<file path="config.mk">
export PLATFORM = sky130hd
export DESIGN_NAME = key_conditioner
export DESIGN_NICKNAME = d
export VERILOG_FILES = /design/src/rtl/key_conditioner.sv
export SDC_FILE = /design/constraint.sdc
export NUM_CORES = 1
export LEC_CHECK = 0
export ABC_AREA = 1
export BUFFER_PORTS_ARGS = -buffer_cell sky130_fd_sc_hd__buf_2
export CORE_UTILIZATION = 35
export CTS_CLUSTER_DIAMETER = 60
export CTS_CLUSTER_SIZE = 30
export DETAILED_ROUTE_END_ITERATION = 7
export PLACE_DENSITY = 0.59
export REMOVE_ABC_BUFFERS = 1
export SYNTH_ARGS = -nofsm -noshare
export SYNTH_HDL_FRONTEND = slang
export SYNTH_SLANG_ARGS = --single-unit
</file>
<file path="constraint.sdc">
create_clock -name clk -period 3.95 [get_ports clk]
set_input_delay 0 -clock clk [delete_from_list [all_inputs] [get_ports clk]]
set_output_delay 0 -clock clk [all_outputs]
set_load 0.03 [all_outputs]
</file>
<file path="src/rtl/key_conditioner.sv">
// key_conditioner: synchronises and debounces three active-low pushbuttons.
// Each accepted press becomes a one-cycle pulse; masked keys auto-repeat while held.
module key_conditioner #(
    parameter int         DEBOUNCE_CYCLES = 1000000,
    parameter int         REPEAT_DELAY    = 25000000,
    parameter int         REPEAT_PERIOD   = 5000000,
    parameter logic [2:0] REPEAT_MASK     = 3'b011
) (
    input  logic       clk,
    input  logic       reset,
    input  logic [2:0] key_n,
    output logic [2:0] keys,
    output logic [2:0] key_held
);
    localparam int MAX_AB = (DEBOUNCE_CYCLES > REPEAT_DELAY) ? DEBOUNCE_CYCLES : REPEAT_DELAY;
    localparam int MAXP   = (MAX_AB > REPEAT_PERIOD) ? MAX_AB : REPEAT_PERIOD;
    localparam int CW     = (MAXP > 1) ? $clog2(MAXP) : 1;
    localparam logic [CW-1:0] DEB_T = CW'(DEBOUNCE_CYCLES - 1);
    localparam logic [CW-1:0] RD_T  = CW'(REPEAT_DELAY - 1);
    localparam logic [CW-1:0] RP_T  = CW'(REPEAT_PERIOD - 1);
    localparam logic [2:0] IDLE        = 3'd0;
    localparam logic [2:0] DEB_PRESS   = 3'd1;
    localparam logic [2:0] HOLD        = 3'd2;
    localparam logic [2:0] REPEAT      = 3'd3;
    localparam logic [2:0] DEB_RELEASE = 3'd4;

    logic [2:0]    sync1_q, sync2_q, s;
    logic [2:0]    state_q [3];
    logic [2:0]    state_d [3];
    logic [CW-1:0] cnt_q [3];
    logic [CW-1:0] cnt_d [3];
    logic [2:0]    keys_q, keys_d, held_q, held_d;

    assign s        = ~sync2_q;
    assign keys     = keys_q;
    assign key_held = held_q;

    always_comb begin
        for (int i = 0; i < 3; i++) begin
            state_d[i] = state_q[i];
            cnt_d[i]   = cnt_q[i] + 1'b1;
            keys_d[i]  = 1'b0;
            case (state_q[i])
                IDLE: begin
                    cnt_d[i] = '0;
                    if (s[i]) state_d[i] = DEB_PRESS;
                end
                DEB_PRESS:
                    if (!s[i]) begin
                        state_d[i] = IDLE;
                        cnt_d[i]   = '0;
                    end else if (cnt_q[i] == DEB_T) begin
                        state_d[i] = HOLD;
                        cnt_d[i]   = '0;
                        keys_d[i]  = 1'b1;
                    end
                HOLD:
                    if (!s[i]) begin
                        state_d[i] = DEB_RELEASE;
                        cnt_d[i]   = '0;
                    end else if (!REPEAT_MASK[i]) begin
                        cnt_d[i] = cnt_q[i];
                    end else if (cnt_q[i] == RD_T) begin
                        state_d[i] = REPEAT;
                        cnt_d[i]   = '0;
                        keys_d[i]  = 1'b1;
                    end
                REPEAT:
                    if (!s[i]) begin
                        state_d[i] = DEB_RELEASE;
                        cnt_d[i]   = '0;
                    end else if (cnt_q[i] == RP_T) begin
                        cnt_d[i]  = '0;
                        keys_d[i] = 1'b1;
                    end
                DEB_RELEASE:
                    // a bounce back to pressed restarts repeat timing without a pulse
                    if (s[i]) begin
                        state_d[i] = HOLD;
                        cnt_d[i]   = '0;
                    end else if (cnt_q[i] == DEB_T) begin
                        state_d[i] = IDLE;
                        cnt_d[i]   = '0;
                    end
                default: begin
                    state_d[i] = IDLE;
                    cnt_d[i]   = '0;
                end
            endcase
            held_d[i] = (state_d[i] == HOLD) || (state_d[i] == REPEAT) || (state_d[i] == DEB_RELEASE);
        end
    end

    always_ff @(posedge clk or posedge reset) begin
        if (reset) begin
            sync1_q <= 3'b111;
            sync2_q <= 3'b111;
            keys_q  <= 3'b000;
            held_q  <= 3'b000;
            for (int i = 0; i < 3; i++) begin
                state_q[i] <= IDLE;
                cnt_q[i]   <= '0;
            end
        end else begin
            sync1_q <= key_n;
            sync2_q <= sync1_q;
            keys_q  <= keys_d;
            held_q  <= held_d;
            for (int i = 0; i < 3; i++) begin
                state_q[i] <= state_d[i];
                cnt_q[i]   <= cnt_d[i];
            end
        end
    end
endmodule

</file>
==> flow_summary.ini, run 1 <==
[placement]
dp_cells = 1054
io_buffers = 10
hpwl_um = 9660
gp_congestion = 0.868

[power]
peakVddDrop_mv = 0.205
p_sw_uw = 619
p_leak_nw = 3.27
swShare_pct = 27.2
clockPowerShare_pct = 40.8
p_seq_share_pct = 47.0
power_frac_comb_pct = 12.2
p_per_area_nw_per_um2 = 344
power.internal_mw = 1.66

[timing]
skew_ns = 0.00815
finalSetupViolCount = 0
period_share_pct = 51.8
slew_viol_final = 0
rsz0062_at_grt = no
fmax_mhz = 489
relSlewSlack_pct = 43.4
timing.final.crit_period_ns = 2.05
hold_viol = 0
worst_slew_pin_slew_ns = 0.849
setup_tns_ns = 0

[detailed_routing]
viasPerCell = 4.81
drt-initial-drc-count = 358
route.vias.total = 5163
wl_per_cell_um = 12.1
ant_nets = 0
dr.pass1.iters = 5
drc = 0
totalWireLength_um = 13000

[floorplan]
start_util_pct = 36.0
dieArea_um2 = 17700
rows = 47
coreArea_um2 = 16700
die_y_um = 133
die_x_um = 133
io_pins = 11

[synth]
syn_area_um2 = 6010
yosysWarnings = 0
ys.flop_type = dfrtp_1
synth_top_cells_by_area = dfrtp_1 37%, nand2_1 11%, nor2_1 8.4%
ys_seq_area_share_pct = 40.1
yosys.area.top_type_share_pct = 37.5
syn_avg_cell_area_um2 = 7.22
synthCells = 832
ys_async_sr_fraction_pct = 100
synth-seq-cells = 96
synth_edf_count = 0
yosysUniqueCellTypes = 40
yosysTopAreaCell = dfrtp_1

[worst_setup_path]
startpoint = sync2_q[2]$_DFF_PP1_
crit_path_end_kind = flip-flop
worstPathRequired_ns = 4.20
crit_end = cnt_q[10]$_DFFE_PP0P_
r2r-start = sync2_q[2]$_DFF_PP1_
crit_fanout = 13
cp.arrival_ns = 2.29
rrSetupSlack_ns = 1.90
rr_worst_depth = 7
path_class = flip-flop to flip-flop
start_kind = flip-flop
worstReg2RegEnd = cnt_q[10]$_DFFE_PP0P_

[flow_run]
max_cap_violations = 0

[final_layout]
drive_above_1_share_pct = 10.8
area_growth_pct = 10.1
n_antenna_cell = 0
final_cells = 1074
n_fill_cell = 1781
finalNetCount = 857
regArea_um2 = 2410
multi_input_area_um2 = 2970

[clock_tree]
cts_tree = yes
clk_pin_slew_ns = 0.07
clock_latency_ns = 0.35
clock_path_buffers = 2
cts-root-buf = clkbuf_16
cts_buffers = 9
clock_sinks = 96
h-tree-depth = 3
postCtsSetupRepairBufs = 0

[hold_path]
min_path_cells = 2
hp-class = primary input to flip-flop

[grt]
grt_pass1_vias = 4852
grt_use_total_pct = 15.9
grt_max_degree = 68
antenna_found_initial = 0
grt_remaining_overflow = 0
grt_pass1_wl_um = 22800

[outcome]
status = finished, final reports clean
worst max-delay path, cell delays in order (launching register included):
cell and delay (ns):
dfstp_2 0.56, nor2_1 0.08, nand3_1 0.47, nand3_1 0.24, nor3_1 0.35, nand3_1 0.11
nand3_1 0.10, inv_1 0.04
kinds of logic after synthesis:
group | count (synthesis) | share of synthesized area (%)
buffers and inverters | 152 | 10.4
flip-flops | 96 | 40.1
AO/OA/AOI/OAI | 26 | 2.83
XOR/XNOR | 32 | 4.66
adder cells (fa/ha/maj) | 3 | 0.625
AND/OR/NAND/NOR | 523 | 41.4
cell type report:
type,instances,area share [%]
sequential,96,36.4
clock inverter,5,1.23
multi-input combinational,584,45.0
inverter,143,8.19
timing repair buffer,15,1.48
tap,220,4.16
clock buffer,11,3.52
metal layers:
metal	GRT usage [%]	vias up	wire length (µm)
met3	3.07	16	431
met5	0	-	0
met2	25.0	94	5720
met4	4.92	0	197
li1	-	2675	-
met1	22.0	2378	6640
timing repair:
action                    4_1_cts  5_1_grt
hold endpoints to repair       64        0
gates resized for setup         0        0
hold buffers                    4        0
power groups by stage:
stage / registers [mW] / logic (mW) / clock network [mW]
floorplan: 1.09 / 0.203 / 0
global placement: 1.09 / 0.281 / 0
detailed placement: 1.09 / 0.280 / 0
CTS: 1.07 / 0.284 / 0.965
global route: 1.07 / 0.318 / 0.994
finish: 1.07 / 0.278 / 0.929
layout by cell type, fill, tap and decap left out, drive strengths merged, types with 2 or more instances in the layout:
master | Yosys | layout
nand2 | 181 | 181
nor2 | 157 | 157
inv | 142 | 142
nand3 | 95 | 95
dfrtp | 90 | 90
nand4 | 41 | 41
xor2 | 28 | 28
nor3 | 27 | 27
buf | 9 | 11
clkbuf | 0 | 11
o21ai | 9 | 9
nand3b | 8 | 8
a21oi | 6 | 6
dfstp | 6 | 6
or2 | 4 | 4
xnor2 | 4 | 4
dlygate4sd3 | 0 | 4
o211ai | 4 | 4
nor4 | 3 | 3
ha | 3 | 3
nor3b | 3 | 3
clkinv | 1 | 3
and3 | 2 | 2
o21bai | 2 | 2
and3b | 2 | 2
a21o | 2 | 2
bufinv | 0 | 2
stage by stage:
stage	setup slack, ns	instance area, µm²	hold WS (ns)	utilization [%]	power (mW)
final	1.90	6610	0.292	39.6	2.28
after global routing	1.67	6610	0.291	39.6	2.39
after CTS	1.92	6610	0.277	39.6	2.32
after detailed placement	1.92	6260	0.106	37.5	1.37
after global placement	1.96	6260	0.107	37.5	1.37
after floorplan	1.45	5920	0.00448	-	1.29
state kept, by name, summed over array words and instances (netlist names):
signal	cells
cnt_q	75
key_held	3
keys	3
state_q	9
sync1_q	3
sync2_q	3
worst min path at each step:
stage,from,to,slack [ns]
after global routing,key_n[1],sync1_q[1]$_DFF_PP1_,0.29
after floorplan,key_n[0],sync1_q[0]$_DFF_PP1_,0.004
after CTS,key_n[1],sync1_q[1]$_DFF_PP1_,0.28
final,key_n[0],sync1_q[0]$_DFF_PP1_,0.29
after detailed placement,key_n[2],sync1_q[2]$_DFF_PP1_,0.11
after global placement,key_n[1],sync1_q[1]$_DFF_PP1_,0.11
synth_stat cells, drive strengths merged (6+ instances only):
| master | count |
|---|---|
| a21oi | 6 |
| buf | 9 |
| dfrtp | 90 |
| dfstp | 6 |
| inv | 142 |
| nand2 | 181 |
| nand3 | 95 |
| nand3b | 8 |
| nand4 | 41 |
| nor2 | 157 |
| nor3 | 27 |
| o21ai | 9 |
| xor2 | 28 |
Power figures use the tool's default switching activity.
==> run 2, diff against run 1 <==
==> constraint.sdc (replaced) <==
create_clock -name clk -period 2.1 [get_ports clk]
set_input_delay 0 -clock clk [delete_from_list [all_inputs] [get_ports clk]]
set_output_delay 0 -clock clk [all_outputs]
set_load 0.03 [all_outputs]
==> run 2 against run 1 <==
  * Combinational power up 90%
  * First-iteration DRC count is 22% lower
  * Die area did not move
  * Global-route usage increased by 0.66 points
  * Highest routed layer unchanged
==> flow_summary.ini, run 2 (synthesis results as in run 1) <==
[worst_setup_path]
cp_slowest_cell = dfrtp_1
worst-path-buf-inv = 1
crit_path_end_kind = flip-flop
crit_fanout = 25
path_class = flip-flop to flip-flop
path_cells = ha_1 > nand2_1 > inv_1 > nand3b_1 > nor2_2 > nand2_1 > nand2_1 > nand3_4 > and3b_1
rrSetupSlack_ns = 0.20
crit_family = simple AND/OR/NAND/NOR gates
r2r-start = cnt_q[25]$_DFF_PP0_
cp.arrival_ns = 2.15
rr_worst_depth = 9
critPathMaxStageDelay_ns = 0.37
worstPathRequired_ns = 2.34
start_kind = flip-flop
cp_common_cell = nand2_1
worstReg2RegEnd = cnt_q[29]$_DFF_PP0_

[floorplan]
die_x_um = 133
coreArea_um2 = 16700
start_util_pct = 36.0
die_y_um = 133
rows = 47
io_pins = 11
dieArea_um2 = 17700

[clock_tree]
cts-root-buf = clkbuf_16
clock_latency_ns = 0.36
clock_sinks = 96
clk_pin_slew_ns = 0.07
cts_tree = yes
cts_buffers = 9
h-tree-depth = 3
clock_path_buffers = 2

[timing]
timing.final.crit_period_ns = 1.90
relSlewSlack_pct = 54.6
finalSetupViolCount = 0
slew_viol_final = 0
hold_viol = 0
period_share_pct = 90.7
rsz0062_at_grt = yes
fmax_mhz = 525
worst_slew_pin_slew_ns = 0.681
skew_ns = 0.0109
hold_slack_ns = 0.285

[final_layout]
n_antenna_cell = 0
area_growth_pct = 11.6
n_fill_cell = 1761
regArea_um2 = 2410
largest_reg_flops = 75
reg_top3 = cnt_q x75, state_q x9
final_cell_mix = 173 x nand2_1, 134 x nor2_1, 132 x inv_1, 90 x nand3_1, 90 x dfrtp_1
drive_above_1_share_pct = 11.6
multi_input_area_um2 = 2970
regMostFlops = cnt_q
final_common_cell = nand2_1
finalNetCount = 863
final_cells = 1080
finish.utilization_pct = 40.2

[grt]
grt_remaining_overflow = 0
grt_use_total_pct = 16.6
grt_pass1_vias = 5003
grt_max_degree = 54
antenna_found_initial = 0
grt_pass1_wl_um = 23700

[power]
p_leak_nw = 3.32
p_per_area_nw_per_um2 = 662
power_mw = 4.44
peakVddDrop_mv = 0.409

[detailed_routing]
drc = 0
totalWireLength_um = 13400
drt-initial-drc-count = 281
ant_nets = 0
route.vias.total = 5154
wl_per_cell_um = 12.4
dr.pass1.iters = 5
viasPerCell = 4.77

[placement]
io_buffers = 10
dp_cells = 1060
hpwl_um = 10100
gp_congestion = 0.886

[hold_path]
hp-class = primary input to asynchronous set/reset pin

[outcome]
status = finished, final reports clean

[flow_run]
max_cap_violations = 0
run 2: cell count changes in the layout (fill, tap and decap cells not counted):
cell / before / now
buf_4: 1 / 6
inv_2: 8 / 7
buf_12: 0 / 1
inv_6: 0 / 1
clkinv_4: 1 / 2
bufinv_16: 2 / 3
clkbuf_1: 2 / 0
run 2: layout make-up:
class	count	share of cell area, %
Clock inverter	7	1.79
Clock buffer	9	3.36
Multi-Input combinational cell	584	44.3
Tap cell	220	4.10
Timing Repair Buffer	21	2.31
Sequential cell	96	35.9
Inverter	143	8.15
run 2: power breakdown:
| part | switching, mW | total, mW | internal, mW | leakage, nW |
|---|---|---|---|---|
| Sequential | 0.0820 | 2.01 | 1.93 | 1.31 |
| Combinational | 0.377 | 0.527 | 0.149 | 1.85 |
| Clock | 0.738 | 1.90 | 1.17 | 0.166 |
run 2: worst max path at each step:
stage,start,endpoint,depth (start not counted)
after global placement,cnt_q[25]$_DFF_PP0_,cnt_q[29]$_DFF_PP0_,9
final,cnt_q[25]$_DFF_PP0_,cnt_q[29]$_DFF_PP0_,9
after floorplan,reset,cnt_q[0]$_DFFE_PP0P_,1
after CTS,cnt_q[50]$_DFF_PP0_,cnt_q[64]$_DFF_PP0_,10
after detailed placement,cnt_q[50]$_DFF_PP0_,cnt_q[64]$_DFF_PP0_,10
after global routing,cnt_q[25]$_DFF_PP0_,cnt_q[29]$_DFF_PP0_,9
run 2: worst register-to-register path, cell delays in order (launching register included):
cell and delay [ns]:
dfrtp_1 0.37, ha_1 0.21, nand2_1 0.10, inv_1 0.10, nand3b_1 0.13, nor2_2 0.14, nand2_1 0.09, nand2_1 0.11
nand3_4 0.27, and3b_1 0.28
run 2: through the flow:
step	area, µm²	worst slack, ns	TNS [ns]
after floorplan	5920	-0.395	-35.59
after global placement	6320	0.209	0
after detailed placement	6320	0.156	0
after CTS	6700	0.147	0
after global routing	6710	-0.0203	-0.0606
final	6710	0.196	0
run 2: timing repair:
action                                  4_1_cts  5_1_grt
hold endpoints to repair                     49        0
resized for setup                             0        2
endpoints found under the setup margin        0       23
hold buffers                                  4        0
buffers inserted                              0        0
run 2: per-layer routing:
metal	vias to the layer above	GRT usage, %	routed length (µm)
met3	11	3.79	525
met4	0	4.98	165
met2	92	25.3	5880
met1	2367	23.2	6810
met5	-	0	0
li1	2684	-	-
==> run 3, diff against run 2 <==
--- a/config.mk
+++ b/config.mk
@@ -7,11 +7,11 @@
 export LEC_CHECK = 0
 export ABC_AREA = 1
 export BUFFER_PORTS_ARGS = -buffer_cell sky130_fd_sc_hd__buf_2
-export CORE_UTILIZATION = 35
+export CORE_UTILIZATION = 64
 export CTS_CLUSTER_DIAMETER = 60
 export CTS_CLUSTER_SIZE = 30
 export DETAILED_ROUTE_END_ITERATION = 7
-export PLACE_DENSITY = 0.59
+export PLACE_DENSITY = 0.91
 export REMOVE_ABC_BUFFERS = 1
 export SYNTH_ARGS = -nofsm -noshare
 export SYNTH_HDL_FRONTEND = slang
==> run 3 against run 2 <==
  * Global-route usage is 14 points higher
  * Critical path type unchanged
  * Clock power is 32% lower
  * Critical endpoint unchanged
  * Critical path depth stayed put
  * Combinational power is 2% higher
  * Via count is 7.2% higher
  * Total power is 13% lower
==> flow_summary.ini, run 3 (synthesis results as in run 1) <==
[power]
power_mw = 3.84
p_leak_nw = 3.25
p_per_area_nw_per_um2 = 597
peakVddDrop_mv = 0.444

[final_layout]
final_common_cell = nand2_1
final_cells = 966
finalNetCount = 861
final_cell_mix = 173 x nand2_1, 134 x nor2_1, 132 x inv_1, 90 x nand3_1, 89 x dfrtp_1
fin_area_um2 = 6430
reg_top3 = cnt_q x75, state_q x9
multi_input_area_um2 = 3000
regArea_um2 = 2410
drive_above_1_share_pct = 11.8
largest_reg_flops = 75
n_antenna_cell = 0
finish.utilization_pct = 72.4
n_fill_cell = 692
area_growth_pct = 7.08
regMostFlops = cnt_q

[outcome]
status = finished, final reports clean

[timing]
fmax_mhz = 503
finalSetupViolCount = 0
slew_viol_final = 0
period_share_pct = 94.6
hold_slack_ns = 0.256
relSlewSlack_pct = 57.5
timing.final.crit_period_ns = 1.99
skew_ns = 0.00772
hold_viol = 0
rsz0062_at_grt = yes
worst_slew_pin_slew_ns = 0.637

[detailed_routing]
drc = 0
drt-initial-drc-count = 426
totalWireLength_um = 13700
route.vias.total = 5526
viasPerCell = 5.72
ant_nets = 0
wl_per_cell_um = 14.2
dr.pass1.iters = 7

[grt]
grt_pass1_vias = 5502
grt_remaining_overflow = 0
grt_pass1_wl_um = 23900
antenna_found_initial = 0
grt_use_total_pct = 30.6
grt_max_degree = 52

[clock_tree]
cts_tree = yes
clock_path_buffers = 2
clock_latency_ns = 0.38
clk_pin_slew_ns = 0.09
h-tree-depth = 3
cts_buffers = 9
clock_sinks = 96
cts-root-buf = clkbuf_8

[placement]
gp_congestion = 0.963
dpl-instance-area_um2 = 6150
io_buffers = 10
dp_cells = 945
hpwl_um = 9900

[floorplan]
start_util_pct = 67.6
die_x_um = 98.9
die_y_um = 98.9
rows = 34
io_pins = 11
dieArea_um2 = 9780
coreArea_um2 = 8890

[hold_path]
hp-class = primary input to asynchronous set/reset pin

[worst_setup_path]
cp.arrival_ns = 2.26
worstPathRequired_ns = 2.37
crit_path_end_kind = flip-flop
crit_fanout = 13
path_class = flip-flop to flip-flop
start_kind = flip-flop

[flow_run]
max_cap_violations = 0
run 3: cell count changes in the layout (fill, tap and decap cells not counted), sizes merged, moves of 2 or more:
| cell | change |
|---|---|
| bufinv | -2 |
| clkinv | -2 |
| clkbuf | +2 |
| buf | -3 |
run 3: report_power, final:
part / total [mW] / internal (mW) / leakage [nW] / switching [mW]
registers: 2.02 / 1.93 / 1.31 / 0.0905
clock network: 1.29 / 0.621 / 0.102 / 0.665
logic: 0.536 / 0.154 / 1.84 / 0.382
run 3: stage by stage:
| stage | setup WS, ns | TNS (ns) |
|---|---|---|
| final | 0.114 | 0 |
| after global routing | -0.00859 | -0.00921 |
| after CTS | 0.144 | 0 |
| after detailed placement | 0.160 | 0 |
| after global placement | 0.228 | 0 |
| after floorplan | -0.395 | -35.59 |
run 3: final timing paths:
path	start	to	slack [ns]	cells after the start
worst max-delay path	cnt_q[25]$_DFF_PP0_	cnt_q[29]$_DFF_PP0_	0.11	9
worst max register to register	cnt_q[25]$_DFF_PP0_	cnt_q[29]$_DFF_PP0_	0.11	9
worst min register to register	sync1_q[0]$_DFF_PP1_	sync2_q[0]$_DFF_PP1_	0.36	0
max in group asynchronous	reset	cnt_q[61]$_DFF_PP0_	1.21	4
worst min-delay path	reset	state_q[5]$_DFF_PP0_	0.26	3
min in group clk	key_n[0]	sync1_q[0]$_DFF_PP1_	0.26	2
run 3: final cells by class:
type                            instances  area share, %
Clock inverter                          5          0.972
Inverter                              143           8.42
Clock buffer                           11           2.35
Timing Repair Buffer                   18           2.06
Multi-Input combinational cell        585           46.6
Tap cell                              108           2.10
Sequential cell                        96           37.5
run 3: timing repair:
| action | in CTS | in global routing |
|---|---|---|
| resized for setup | 0 | 5 |
| endpoints found under the hold margin | 46 | 0 |
| endpoints found under the setup margin | 0 | 14 |
| hold buffers | 4 | 0 |
| setup buffers | 0 | 0 |
run 3: critical path, cell delays in order (launching register included):
cell,delay [ns]
dfrtp_1,0.38
ha_1,0.21
nand2_1,0.10
inv_1,0.10
nand3b_1,0.16
nor2_2,0.18
nand2_1,0.10
nand2_1,0.20
nand3_4,0.21
and3b_1,0.23
run 3: routing by layer:
| layer | routed length [µm] | track usage [%] | part of all wire [%] | vias up |
|---|---|---|---|---|
| li1 | - | - | - | 2689 |
| met1 | 5740 | 37.3 | 42 | 2547 |
| met2 | 6710 | 52.5 | 49 | 240 |
| met3 | 841 | 5.82 | 6.1 | 50 |
| met4 | 409 | 14.2 | 3.0 | 0 |
| met5 | 0 | 0 | 0 | - |
